### src/rtl/display_scan_ctrl.sv
// Time-multiplexed scan controller for a multi-digit segment display.
// One 4-bit value per digit is held in a small bank. A single external
// converter is shared between all digits: the value of the digit under the
// scan pointer is presented on conv_bcd. The returned pattern is registered
// onto seg_out together with a one-hot digit enable. Blank gap cycles
// between digits suppress ghosting.
//
// scan_state exposes the FSM state (0 = IDLE, 1 = DISPLAY, 2 = GAP).
// The load port is a plain write strobe with no handshake: a write happens
// on every clock edge where load_en=1 and load_idx addresses an existing digit.
module display_scan_ctrl #(
    parameter int NUM_DIGITS = 4,
    parameter int IDX_W      = 2,
    parameter int SCAN_DIV   = 1000,
    parameter int GAP_CYCLES = 2,
    parameter int CNT_W      = 16
) (
    input  logic                  clk,
    input  logic                  rst,
    input  logic                  enable,
    input  logic                  load_en,
    input  logic [IDX_W-1:0]      load_idx,
    input  logic [3:0]            load_val,
    output logic [3:0]            conv_bcd,
    input  logic [7:0]            conv_seg,
    output logic [7:0]            seg_out,
    output logic [NUM_DIGITS-1:0] digit_en,
    output logic                  frame_done,
    output logic [1:0]            scan_state
);

    localparam logic [1:0] ST_IDLE    = 2'd0;
    localparam logic [1:0] ST_DISPLAY = 2'd1;
    localparam logic [1:0] ST_GAP     = 2'd2;

    localparam logic [IDX_W-1:0] LAST_PTR  = IDX_W'(NUM_DIGITS - 1);
    localparam logic [IDX_W:0]   NUM_D     = (IDX_W + 1)'(NUM_DIGITS);
    localparam logic [CNT_W-1:0] SCAN_LAST = CNT_W'(SCAN_DIV - 1);
    // With GAP_CYCLES=0 this value is never compared against: GAP is never entered.
    localparam logic [CNT_W-1:0] GAP_LAST  = CNT_W'(GAP_CYCLES - 1);
    localparam bit               HAS_GAP   = (GAP_CYCLES > 0);

    logic [3:0]       val [NUM_DIGITS];
    logic [1:0]       state;
    logic [IDX_W-1:0] ptr;
    logic [IDX_W-1:0] ptr_next;
    logic [CNT_W-1:0] cnt;
    logic             load_ok;
    logic             slot_end;

    assign scan_state = state;
    assign conv_bcd   = val[ptr];
    assign load_ok    = load_en && ({1'b0, load_idx} < NUM_D);
    assign ptr_next   = (ptr == LAST_PTR) ? '0 : ptr + 1'b1;
    assign slot_end   = (state == ST_DISPLAY) && (cnt == SCAN_LAST);

    // Digit value bank: cleared by reset, written whenever a valid index is strobed.
    always_ff @(posedge clk) begin
        if (rst) begin
            for (int i = 0; i < NUM_DIGITS; i++) begin
                val[i] <= 4'd0;
            end
        end else if (load_ok) begin
            val[load_idx] <= load_val;
        end
    end

    // Scan FSM: walks DISPLAY/GAP slots; dropping enable abandons the slot.
    always_ff @(posedge clk) begin
        if (rst || !enable) begin
            state <= ST_IDLE;
            ptr   <= '0;
            cnt   <= '0;
        end else begin
            case (state)
                ST_IDLE: begin
                    state <= ST_DISPLAY;
                    ptr   <= '0;
                    cnt   <= '0;
                end
                ST_DISPLAY: begin
                    if (cnt == SCAN_LAST) begin
                        cnt <= '0;
                        if (HAS_GAP) begin
                            state <= ST_GAP;
                        end else begin
                            ptr <= ptr_next;
                        end
                    end else begin
                        cnt <= cnt + 1'b1;
                    end
                end
                ST_GAP: begin
                    if (cnt == GAP_LAST) begin
                        cnt   <= '0;
                        ptr   <= ptr_next;
                        state <= ST_DISPLAY;
                    end else begin
                        cnt <= cnt + 1'b1;
                    end
                end
                default: begin
                    state <= ST_IDLE;
                    ptr   <= '0;
                    cnt   <= '0;
                end
            endcase
        end
    end

    // Output registers: pattern and enable of the digit displayed last cycle.
    always_ff @(posedge clk) begin
        if (rst) begin
            seg_out    <= 8'h00;
            digit_en   <= '0;
            frame_done <= 1'b0;
        end else begin
            if (state == ST_DISPLAY) begin
                seg_out  <= conv_seg;
                digit_en <= NUM_DIGITS'(1) << ptr;
            end else begin
                seg_out  <= 8'h00;
                digit_en <= '0;
            end
            frame_done <= enable && slot_end && (ptr == LAST_PTR);
        end
    end

endmodule

### config.mk
export PLATFORM = sky130hd
export DESIGN_NAME = display_scan_ctrl
export DESIGN_NICKNAME = d
export VERILOG_FILES = /design/src/rtl/display_scan_ctrl.sv
export SDC_FILE = /design/constraint.sdc
export NUM_CORES = 1
export LEC_CHECK = 0
export BUFFER_PORTS_ARGS = -buffer_cell sky130_fd_sc_hd__buf_2
export CAP_MARGIN = 10
export CORE_UTILIZATION = 25
export CTS_CLUSTER_DIAMETER = 80
export DETAILED_ROUTE_END_ITERATION = 16
export GPL_TIMING_DRIVEN = 0
export HOLD_SLACK_MARGIN = 0.1
export MAX_ROUTING_LAYER = met4
export PLACE_DENSITY = 0.39
export SLEW_MARGIN = 20
export SYNTH_ARGS = -nofsm -noshare
export SYNTH_HDL_FRONTEND = slang
export SYNTH_SLANG_ARGS = --single-unit
### constraint.sdc
create_clock -name clk -period 2.12 [get_ports clk]
set_input_delay 0.424 -clock clk [delete_from_list [all_inputs] [get_ports clk]]
set_output_delay 0.424 -clock clk [all_outputs]
set_load 0.05 [all_outputs]
# Word-level counts from Yosys, hierarchy flattened
# Memory sizes are Yosys's and may differ from the RTL's. A register that Yosys moved wholly into a read port is not among the register bits.
# Index checks and enable logic that the tools add are counted.
# totals
reg_bits	33
ram_bits	16
out_inout_bits	19
word_cells	47
n_memories	1
# classes
add_sub_neg	2
n_eq_ne	7
n_shift	1
n_mux	19
bitwise	1
reduce_logical	10
# mem_list
memory	depth	word_bits	rd	rd_ports_with_merged_regs	wr	line_no	text
val	4	4	1	1	4	43	logic [3:0] val [NUM_DIGITS];
# op_table
operator	n
$mux 16	2
$pmux 16 s2	1
$add 16x1->16 const B	1
$eq 16x1->1 const B	1
$eq 16x10->1 const B	1
$mux 2	7
$mux 1	6
$pmux 2 s3	1
$eq 2x2->1 const B	2
$mux 4	1
$ne 2x2->1 const B	2
$pmux 2 s2	1
$reduce_and 2->1	2
$reduce_or 4->1	1
$shl 1x2->4 const A	1
$logic_and 1x1->1	3
$add 2x1->2 const B	1
$eq 2x1->1 const B	1
$logic_not 2->1	1
$reduce_or 2->1	1
$logic_not 1->1	1
$logic_or 1x1->1	1
$not 1->1	1

# Depth between registers and ports, before layout
# Gate-level depths: netlist of run 1.
# logic_depth
depth_word	6
ltp_mapped	7
depth_no_buf	6

# Worst setup path before layout of run 1
# Ideal clock, no wire load.
# synth_timing
kind	reg2reg
startpoint	register cnt[12]
endpoint	register state[0], in the netlist scan_state[0]
setup_time_ns	0.070
arrival_time_ns	1.991
required_ns	2.050
setup_slack_ns	0.059
stages_incl_launch_ff	5
n_path_buf	0
synth_period_minus_slack_ns	2.061
path_cell_list	dfxtp_1 or4_4 o41a_1 or4_1 a21boi_1
# synth_between
elab_chain_len	3
elab_cells_between_ends	5
# synth_rtl
element	line_no	text
from (decl)	47	logic [CNT_W-1:0] cnt;
from (signal assigned)	90	cnt <= cnt + 1'b1;
from (signal assigned)	99	cnt <= cnt + 1'b1;
$eq 16x1->1 / $eq 16x10->1 (equally long branches)	94, 82	
$ne 2x2->1 (no line)	-	
$reduce_and 2->1 (no line) *	-	
to (signal assigned)	85	state <= ST_GAP;
to (signal assigned)	97	state <= ST_DISPLAY;
to (signal assigned)	103	state <= ST_IDLE;
to (decl)	44	logic [1:0] state;
# Mark *: on every way between the ends. The rest lies on a longest branch, timed or not.
# A chain may end at the register's enable or synchronous reset.

# Worst setup path after layout of run 1
# layout_timing
startpoint	register cnt[15]
endpoint	register state[0], in the netlist scan_state[0]
# Same word-level chain as after synthesis.

==> flow_summary.toml, run 1 <==
[outcome]
status = "complete, no violations"

[pwr]
power_density_mw_per_mm2 = 648
p_sw_share_pct = 24.1
p_leak_nw = 1.01
p_clk_share_pct = 32.2
switchingPower_uw = 416
ir_drop_v = 0.000224
combPwrFrac_pct = 7.5
p_seq_share_pct = 60.3
p_int_mw = 1.31

[critical_path]
critPathLaunch = "cnt[15]"
cp.required_ps = 2350
r2r_cells = 4
endpoint_kind = "register"
crit_chain = "or4_4 > o41a_1 > or4_1 > a21boi_1"
worstSetupPathType = "register to register"
slowest_stage = "or4_4"
cp_max_fo = 4
cpPeakStageDelay_ps = 550
start_kind = "register"
r2r_start = "cnt[15]"
worstPathArrival_ps = 2340
r2r_setup_slack_ps = 5
reg2reg_to = "scan_state[0]"

[clock_network]
clkTransAtPathRegs_ps = 100
cts_buffers = 5
htreeDepth = 2
clock-sinks = 51
cts_max_path_buffers = 2
root_buffer = "clkbuf_8"
cts_tree = "yes"
clock_latency_ps = 310
cts-hold-fix-buffers = 0

[sta]
slew_headroom_pct = 59.3
finalSetupTns_ps = 0
finalClockSkew_ps = 17.0
setup_viol = 0
max_freq_mhz = 473
hold_viol = 0
slew_viol_final = 0
worst_pin_slew_ps = 609
layout_min_cycle_time_ps = 2110
fin_crit_sh_pct = 99.7
rsz0062_at_grt = "yes"

[global_routing]
grt_pass1_wl_mm = 6.96
grt_util_met2_pct = 17.2
grt_pass1_vias = 1395
grt_max_degree = 17
met3_usage_pct = 2.66
met1_usage_pct = 13.4
grt.total_usage_pct = 10.9
grt_antenna_before_repair = 0
gr-max-usage-layer = "met2"
grt_overflow_total = 0

[cells_and_area]
multiInputGateArea_um2 = 982
num-fill-cells = 863
drive_above_1_share_pct = 31.1
antennaDiodeCount = 0
stdcell_count = 346
regArea_mm2 = 0.00119
nets = 265
syn2layout_area_growth_pct = 23.8

[synth]
synth-seq-cells = 51
synth_cell_types = 40
async_flop_share_pct = 0
mappedNetlistNets = 216
syn-cell-area_mm2 = 0.00215
ys_seq_area_share_pct = 54.9
synth_warnings = 0
netlist_instances = 191
syn_avg_cell_area_um2 = 11.3
ys.flop_type = "dfxtp_1"
synth_edf_count = 16

[floorplan]
ios = 37
core_area_mm2 = 0.00826
initial_core_util_pct = 26.1
dieArea_mm2 = 0.00898
die_h_um = 94.8
die_x_um = 94.8
rows = 33

[worst_hold_path]
worstHoldStart = "conv_seg[0]"
holdPathEnd = "seg_out[0]"
hold_path_class = "primary input to register"
hold_depth = 2

[place]
dp_hpwl_mm = 3.24
dp_cells = 331
gp_congestion = 0.725
port_buffers = 35

[detailed_routing]
drt-total-wl_mm = 4.45
drtAntennaViolNets = 0
vias = 1512
detail_route.iter0.violations = 41
wl_per_cell_um = 12.9
firstDrtPassIters = 4
drc = 0
vias_per_cell = 4.37

[job]
cap_violations = 0
-- per-stage QoR --
stage	power [mW]	area [um2]	utilization, %	setup WS (ps)	hold slack (ps)
after floorplan	1.15	2150	-	58.6	430
after global placement	1.20	2460	29.8	-243	451
after detailed placement	1.20	2460	29.8	-228	456
after CTS	1.76	2600	31.4	7.75	296
after global routing	1.81	2660	32.3	-59.9	289
final	1.73	2660	32.3	5.31	308
-- timing repair --
item,CTS,global route
cloned,0,0
resized for setup,7,14
setup buffers,4,3
setup endpoints to repair,11,21
pin swaps,3,7
-- logic make-up (layout without fill, tap and decap cells) --
kind of cell	Yosys count	after routing	share of synthesized area, %
mux	5	5	4.65
flops	51	51	54.9
simple gates	91	91	24.4
xor+xnor	11	11	4.48
compound gates	17	17	5.87
fa+ha+maj	7	7	4.07
buf+inv	9	59	1.63
-- synthesized netlist by cell type (all sizes together), types with 2 or more instances --
| cell type | instances | area, um2 |
|---|---|---|
| nor3b | 3 | 22.5 |
| and3 | 4 | 25.0 |
| o41ai | 2 | 17.5 |
| and2 | 25 | 156 |
| or4 | 5 | 45.0 |
| o41a | 2 | 22.5 |
| inv | 5 | 18.8 |
| o211ai | 2 | 20.0 |
| nand2 | 9 | 33.8 |
| edfxtp | 16 | 480 |
| nor4b | 2 | 17.5 |
| nand4 | 4 | 25.0 |
| ha | 7 | 87.6 |
| mux4 | 4 | 90.1 |
| clkbuf | 3 | 11.3 |
| xor2 | 7 | 61.3 |
| nor2 | 18 | 67.6 |
| or2 | 2 | 12.5 |
| o21ai | 3 | 15.0 |
| and4 | 2 | 17.5 |
| or3 | 3 | 18.8 |
| dfxtp | 35 | 701 |
| nor2b | 2 | 12.5 |
| nor4 | 3 | 18.8 |
| nand3 | 5 | 25.0 |
| xnor2 | 4 | 35.0 |
| a21oi | 4 | 20.0 |
-- sequential cells by signal, indices dropped and copies added (netlist names), named ones only --
signal,flops
seg_out,8
cnt,16
val,16
frame_done,1
scan_state,2
digit_en,4
ptr,2
-- worst max-delay path by stage --
| stage | end | cells past startpoint | slack (ps) |
|---|---|---|---|
| 2_1_floorplan | scan_state[0] | 4 | 60 |
| 3_3_place_gp | cnt[9] | 5 | -240 |
| 3_5_place_dp | cnt[10] | 5 | -230 |
| 4_1_cts | scan_state[0] | 4 | 8 |
| 5_1_grt | scan_state[0] | 4 | -60 |
| 6_report | scan_state[0] | 4 | 5 |
-- worst max-delay path: cells and delay by family (launching register included) --
kind | cells | cell delay [ps]
DFF | 1 | 340
AOI/OAI and AO/OA | 2 | 620
and+or+nand+nor | 2 | 1080
-- routing by layer --
| layer | vias up | share of wire [%] |
|---|---|---|
| met5 | - | 0 |
| met4 | 0 | 1.3 |
| met3 | 9 | 3.9 |
| met1 | 698 | 47 |
| met2 | 28 | 47 |
| li1 | 777 | - |
-- layout make-up --
| cell class | count | share of cell area [%] |
|---|---|---|
| Timing Repair Buffer | 42 | 8.69 |
| Clock buffer | 6 | 2.72 |
| Clock inverter | 2 | 0.517 |
| Sequential cell | 51 | 44.7 |
| Multi-Input combinational cell | 131 | 36.9 |
| Buffer | 4 | 0.845 |
| Tap cell | 105 | 4.93 |
| Inverter | 5 | 0.705 |
-- power groups by stage --
stage	registers (mW)	clock network, mW	logic [mW]
2_1_floorplan	1.08	0	0.0649
3_3_place_gp	1.07	0	0.129
3_5_place_dp	1.07	0	0.129
4_1_cts	1.04	0.588	0.132
5_1_grt	1.05	0.628	0.141
6_report	1.04	0.555	0.130
-- layout by cell type, fill, tap and decap left out, types with 4 or more instances in the layout --
cell,count
ha_1,7
nand3_1,5
xor2_1,7
and2_1,24
nor2_1,15
clkbuf_8,5
dfxtp_2,5
buf_4,6
xnor2_1,4
buf_2,35
clkbuf_1,4
dfxtp_1,29
and3_1,4
inv_1,5
edfxtp_1,16
nand4_1,4
nand2_1,9
mux4_2,4
Note: power is estimated with default switching activity, not from simulation.
==> inputs of run 2 (changes only) <==
==> constraint.sdc (replaced) <==
create_clock -name clk -period 2.12 [get_ports clk]
set_input_delay 0.106 -clock clk [delete_from_list [all_inputs] [get_ports clk]]
set_output_delay 0.106 -clock clk [all_outputs]
set_load 0.05 [all_outputs]
==> run 2 against run 1 <==
  * Critical path depth stayed put
  * Worst setup slack better by 2.6 ps
  * Clock power is 0.9% higher
  * First-iteration DRC count is 2.4% lower
  * Cell count is 3.2% higher
  * Largest power group unchanged
  * Sequential power hardly changed
  * Total power is 1.0% higher
  * Die area stayed put
  * Utilization is 1.3 points higher
  * Count of clock-buffer cells in the layout stayed put
  * Cell area is 3.9% higher
==> flow_summary.toml, run 2 (synthesis gave the netlist of run 1 again) <==
[outcome]
status = "complete, no violations"

[cells_and_area]
num-fill-cells = 857
finish.utilization_pct = 33.5
drive_above_1_share_pct = 30.6
layout_commonest_cell = "buf_2"
nets = 276
layout_common_cells = "buf_2, dfxtp_1, and2_1, edfxtp_1, nor2_1"
reg.largest.list = "cnt x16, val x16, seg_out x8"
antennaDiodeCount = 0
stdcell_count = 357
syn2layout_area_growth_pct = 28.7

[critical_path]
worstPathArrival_ps = 2340
r2r_setup_slack_ps = 8
cp_top_family = "simple AND/OR/NAND/NOR gates"
path_buf_inv = 0
cp_max_fo = 4
worstSetupPathType = "register to register"
reg2reg_to = "scan_state[0]"
critPathLaunch = "cnt[15]"
r2r_cells = 4
slowest_stage = "or4_4"
crit_chain = "or4_4 > o41a_1 > or4_1 > a21boi_1"
r2r_start = "cnt[15]"
cpPeakStageDelay_ps = 550
cp.required_ps = 2350
endpoint_kind = "register"
start_kind = "register"

[clock_network]
clock-sinks = 51
cts_max_path_buffers = 2
cts_buffers = 5
clkTransAtPathRegs_ps = 100
clock_latency_ps = 300
root_buffer = "clkbuf_8"
htreeDepth = 2
cts_tree = "yes"

[floorplan]
die_x_um = 94.8
dieArea_mm2 = 0.00898
core_area_mm2 = 0.00826
rows = 33
initial_core_util_pct = 26.1
die_h_um = 94.8
ios = 37

[pwr]
p_clk_share_pct = 32.1
p_int_mw = 1.32
ir_drop_v = 0.000224
p_seq_share_pct = 59.7
power_density_mw_per_mm2 = 630
combPwrFrac_pct = 8.2
p_leak_nw = 1.06
switchingPower_uw = 422
p_sw_share_pct = 24.2

[sta]
fin_crit_sh_pct = 99.6
finalClockSkew_ps = 14.5
rsz0062_at_grt = "yes"
hold_viol = 0
layout_min_cycle_time_ps = 2110
slew_viol_final = 0
setup_ws_ps = 7.94
slew_headroom_pct = 59.3
timing.hold.ws_ps = 112
setup_viol = 0
worst_pin_slew_ps = 609
max_freq_mhz = 473

[place]
dp_hpwl_mm = 3.24
dp_cells = 331
gp_congestion = 0.725
place_ws_ps = -228
port_buffers = 35

[global_routing]
grt_max_degree = 17
grt_pass1_wl_mm = 7.11
grt_overflow_total = 0
grt_pass1_vias = 1450
grt.total_usage_pct = 11.1
grt_antenna_before_repair = 0

[detailed_routing]
drt-total-wl_mm = 4.55
vias_per_cell = 4.35
firstDrtPassIters = 4
drtAntennaViolNets = 0
drc = 0
vias = 1554
wl_per_cell_um = 12.8
detail_route.iter0.violations = 40

[job]
cap_violations = 0

[worst_hold_path]
hold_path_class = "primary input to register"
worstHoldStart = "load_val[0]"
holdPathEnd = "val[0][0]"
hold_depth = 2
run 2: metal layers:
layer  up-vias  global-route usage (%)  share of wire [%]
met4         0                    4.17                1.3
met1       720                    13.5                 48
met3         9                    2.66                3.4
li1        799                       -                  -
met5         -                       -                  0
met2        26                    17.7                 47
run 2: worst max-delay path by stage:
| stage | endpoint | slack, ps | cells past startpoint |
|---|---|---|---|
| global route | scan_state[0] | -60 | 4 |
| floorplan | scan_state[0] | 60 | 4 |
| global placement | cnt[9] | -240 | 5 |
| finish | scan_state[0] | 8 | 4 |
| CTS | scan_state[0] | 8 | 4 |
| detailed placement | cnt[10] | -230 | 5 |
run 2: timing repair:
item	in CTS	in global routing
setup endpoints to repair	11	21
buffers inserted	4	5
gates resized for setup	7	14
hold buffers	9	0
pin swaps	3	7
endpoints found under the hold margin	9	0
run 2: metrics by stage:
| step | cell area [um2] | power (mW) | setup TNS, ps |
|---|---|---|---|
| finish | 2770 | 1.74 | 0 |
| global route | 2770 | 1.83 | -273 |
| CTS | 2690 | 1.78 | 0 |
| detailed placement | 2460 | 1.20 | -2260 |
| global placement | 2460 | 1.20 | -2470 |
| floorplan | 2150 | 1.15 | 0 |
run 2: area by class of cell:
cell class              count  area (um2)  share of cell area, %
flip-flops and latches     51        1190                   43.0
plain buffers               4        22.5                  0.813
repair buffers             53         337                   12.2
multi-input cells         131         982                   35.5
well taps                 105         131                   4.74
clock inverters             2        13.8                  0.497
inverters                   5        18.8                  0.678
clock buffers               6        72.6                   2.62
run 2: power groups by stage:
stage	Sequential, mW	Combinational, mW	Clock [mW]
2_1_floorplan	1.08	0.0649	0
3_3_place_gp	1.07	0.129	0
3_5_place_dp	1.07	0.129	0
4_1_cts	1.04	0.145	0.588
5_1_grt	1.05	0.154	0.626
6_report	1.04	0.143	0.560
==> inputs of run 3 (changes only) <==
--- a/config.mk
+++ b/config.mk
@@ -7,13 +7,15 @@
 export LEC_CHECK = 0
 export BUFFER_PORTS_ARGS = -buffer_cell sky130_fd_sc_hd__buf_2
 export CAP_MARGIN = 10
+export CELL_PAD_IN_SITES_DETAIL_PLACEMENT = 0
+export CELL_PAD_IN_SITES_GLOBAL_PLACEMENT = 2
 export CORE_UTILIZATION = 25
 export CTS_CLUSTER_DIAMETER = 80
 export DETAILED_ROUTE_END_ITERATION = 16
 export GPL_TIMING_DRIVEN = 0
 export HOLD_SLACK_MARGIN = 0.1
 export MAX_ROUTING_LAYER = met4
-export PLACE_DENSITY = 0.39
+export PLACE_DENSITY = 0.56
 export SLEW_MARGIN = 20
 export SYNTH_ARGS = -nofsm -noshare
 export SYNTH_HDL_FRONTEND = slang
==> run 3 against run 2 <==
  * Die area is the same
  * Sequential cell count did not move
  * Cell area fell by 1.6%
  * Via count fell by 1.3%
  * First-iteration DRC count down 15%
  * Critical endpoint unchanged
  * Largest cell class unchanged
==> flow_summary.toml, run 3 (synthesis gave the netlist of run 1 again) <==
[outcome]
status = "complete, no violations"

[cells_and_area]
num-fill-cells = 881
layout_common_cells = "buf_2, dfxtp_1, and2_1, nor2_1, edfxtp_1"
nets = 271
syn2layout_area_growth_pct = 26.6
reg.largest.list = "cnt x16, val x16, seg_out x8"
multiInputGateArea_um2 = 961
stdcell_count = 352
finish.utilization_pct = 33.0
drive_above_1_share_pct = 28.7
regArea_mm2 = 0.00119
antennaDiodeCount = 0
layout_commonest_cell = "buf_2"

[critical_path]
start_kind = "register"
reg2reg_to = "scan_state[0]"
r2r_cells = 4
endpoint_kind = "register"
worstSetupPathType = "register to register"
cp_max_fo = 6
worstPathArrival_ps = 2340
r2r_start = "cnt[2]"
cp.required_ps = 2370
r2r_setup_slack_ps = 30

[sta]
setup_viol = 0
slew_viol_final = 0
finalClockSkew_ps = 7.72
worst_pin_slew_ps = 579
layout_min_cycle_time_ps = 2090
fin_crit_sh_pct = 98.5
max_freq_mhz = 479
timing.hold.ws_ps = 110
rsz0062_at_grt = "yes"
hold_viol = 0
slew_headroom_pct = 61.3

[floorplan]
initial_core_util_pct = 26.1
die_h_um = 94.8
dieArea_mm2 = 0.00898
rows = 33
ios = 37
core_area_mm2 = 0.00826
die_x_um = 94.8

[global_routing]
grt_pass1_wl_mm = 7.51
grt_max_degree = 17
grt_pass1_vias = 1532
grt_antenna_before_repair = 0
grt_overflow_total = 0
grt.total_usage_pct = 11.4

[clock_network]
cts_max_path_buffers = 2
cts_buffers = 5
clock-sinks = 51
htreeDepth = 2
clock_latency_ps = 310
root_buffer = "clkbuf_8"
cts_tree = "yes"
clkTransAtPathRegs_ps = 100

[place]
gp_congestion = 0.690
dp_hpwl_mm = 3.25
dp_cells = 331
port_buffers = 35

[worst_hold_path]
hold_path_class = "primary input to register"
holdPathEnd = "val[0][2]"
worstHoldStart = "load_val[2]"
hold_depth = 2

[pwr]
p_leak_nw = 1.04
ir_drop_v = 0.000214
power_density_mw_per_mm2 = 658

[detailed_routing]
wl_per_cell_um = 13.1
firstDrtPassIters = 4
drc = 0
vias_per_cell = 4.36
vias = 1534
drt-total-wl_mm = 4.60
detail_route.iter0.violations = 34
drtAntennaViolNets = 0

[job]
cap_violations = 0
==> run 3: area by class of cell <==
type	instances	area share, %
timing repair buffer	48	11.0
buffer	4	0.827
inverter	5	0.689
clock inverter	2	0.597
clock buffer	6	3.03
sequential	51	43.8
tap	105	4.82
multi-input combinational	131	35.3
==> run 3: per-layer routing <==
layer	share of wire, %	up-vias	GRT usage, %
met5	0	-	-
met4	1.5	0	4.92
met3	3.9	6	2.25
met2	47	23	17.9
met1	47	716	14.3
li1	-	789	-
==> run 3: worst max-delay path, stage by stage, from the launching register on <==
cell	delay (ps)
dfxtp_2	360
or4_4	540
o41a_1	470
or4_1	510
a21boi_1	140
==> run 3: worst max path at each step <==
stage,depth (start not counted),from,slack [ps],to
5_1_grt,4,cnt[12],-60,scan_state[0]
3_3_place_gp,5,cnt[12],-250,cnt[6]
6_report,4,cnt[2],30,scan_state[0]
2_1_floorplan,4,cnt[12],60,scan_state[0]
3_5_place_dp,5,cnt[12],-240,cnt[8]
4_1_cts,4,cnt[11],-8,scan_state[0]
==> run 3: metrics by stage <==
stage               power, mW  area (um2)  setup slack (ps)  setup TNS, ps
CTS                      1.82        2690             -8.19          -8.19
floorplan                1.15        2150              58.6              0
detailed placement       1.19        2460              -236          -2380
finish                   1.79        2720              32.2              0
global placement         1.19        2460              -248          -2510
global route             1.87        2720             -59.3           -475
==> run 3: power breakdown <==
part | switching, mW | internal [mW]
Combinational | 0.0852 | 0.0550
Clock | 0.343 | 0.267
Sequential | 0.00854 | 1.03
==> run 3: what timing repair did <==
action | CTS | global route
endpoints found under the setup margin | 11 | 5
gates resized for setup | 8 | 9
hold buffers | 9 | 0
endpoints found under the hold margin | 9 | 0
pin swaps | 4 | 5
buffers inserted | 3 | 1
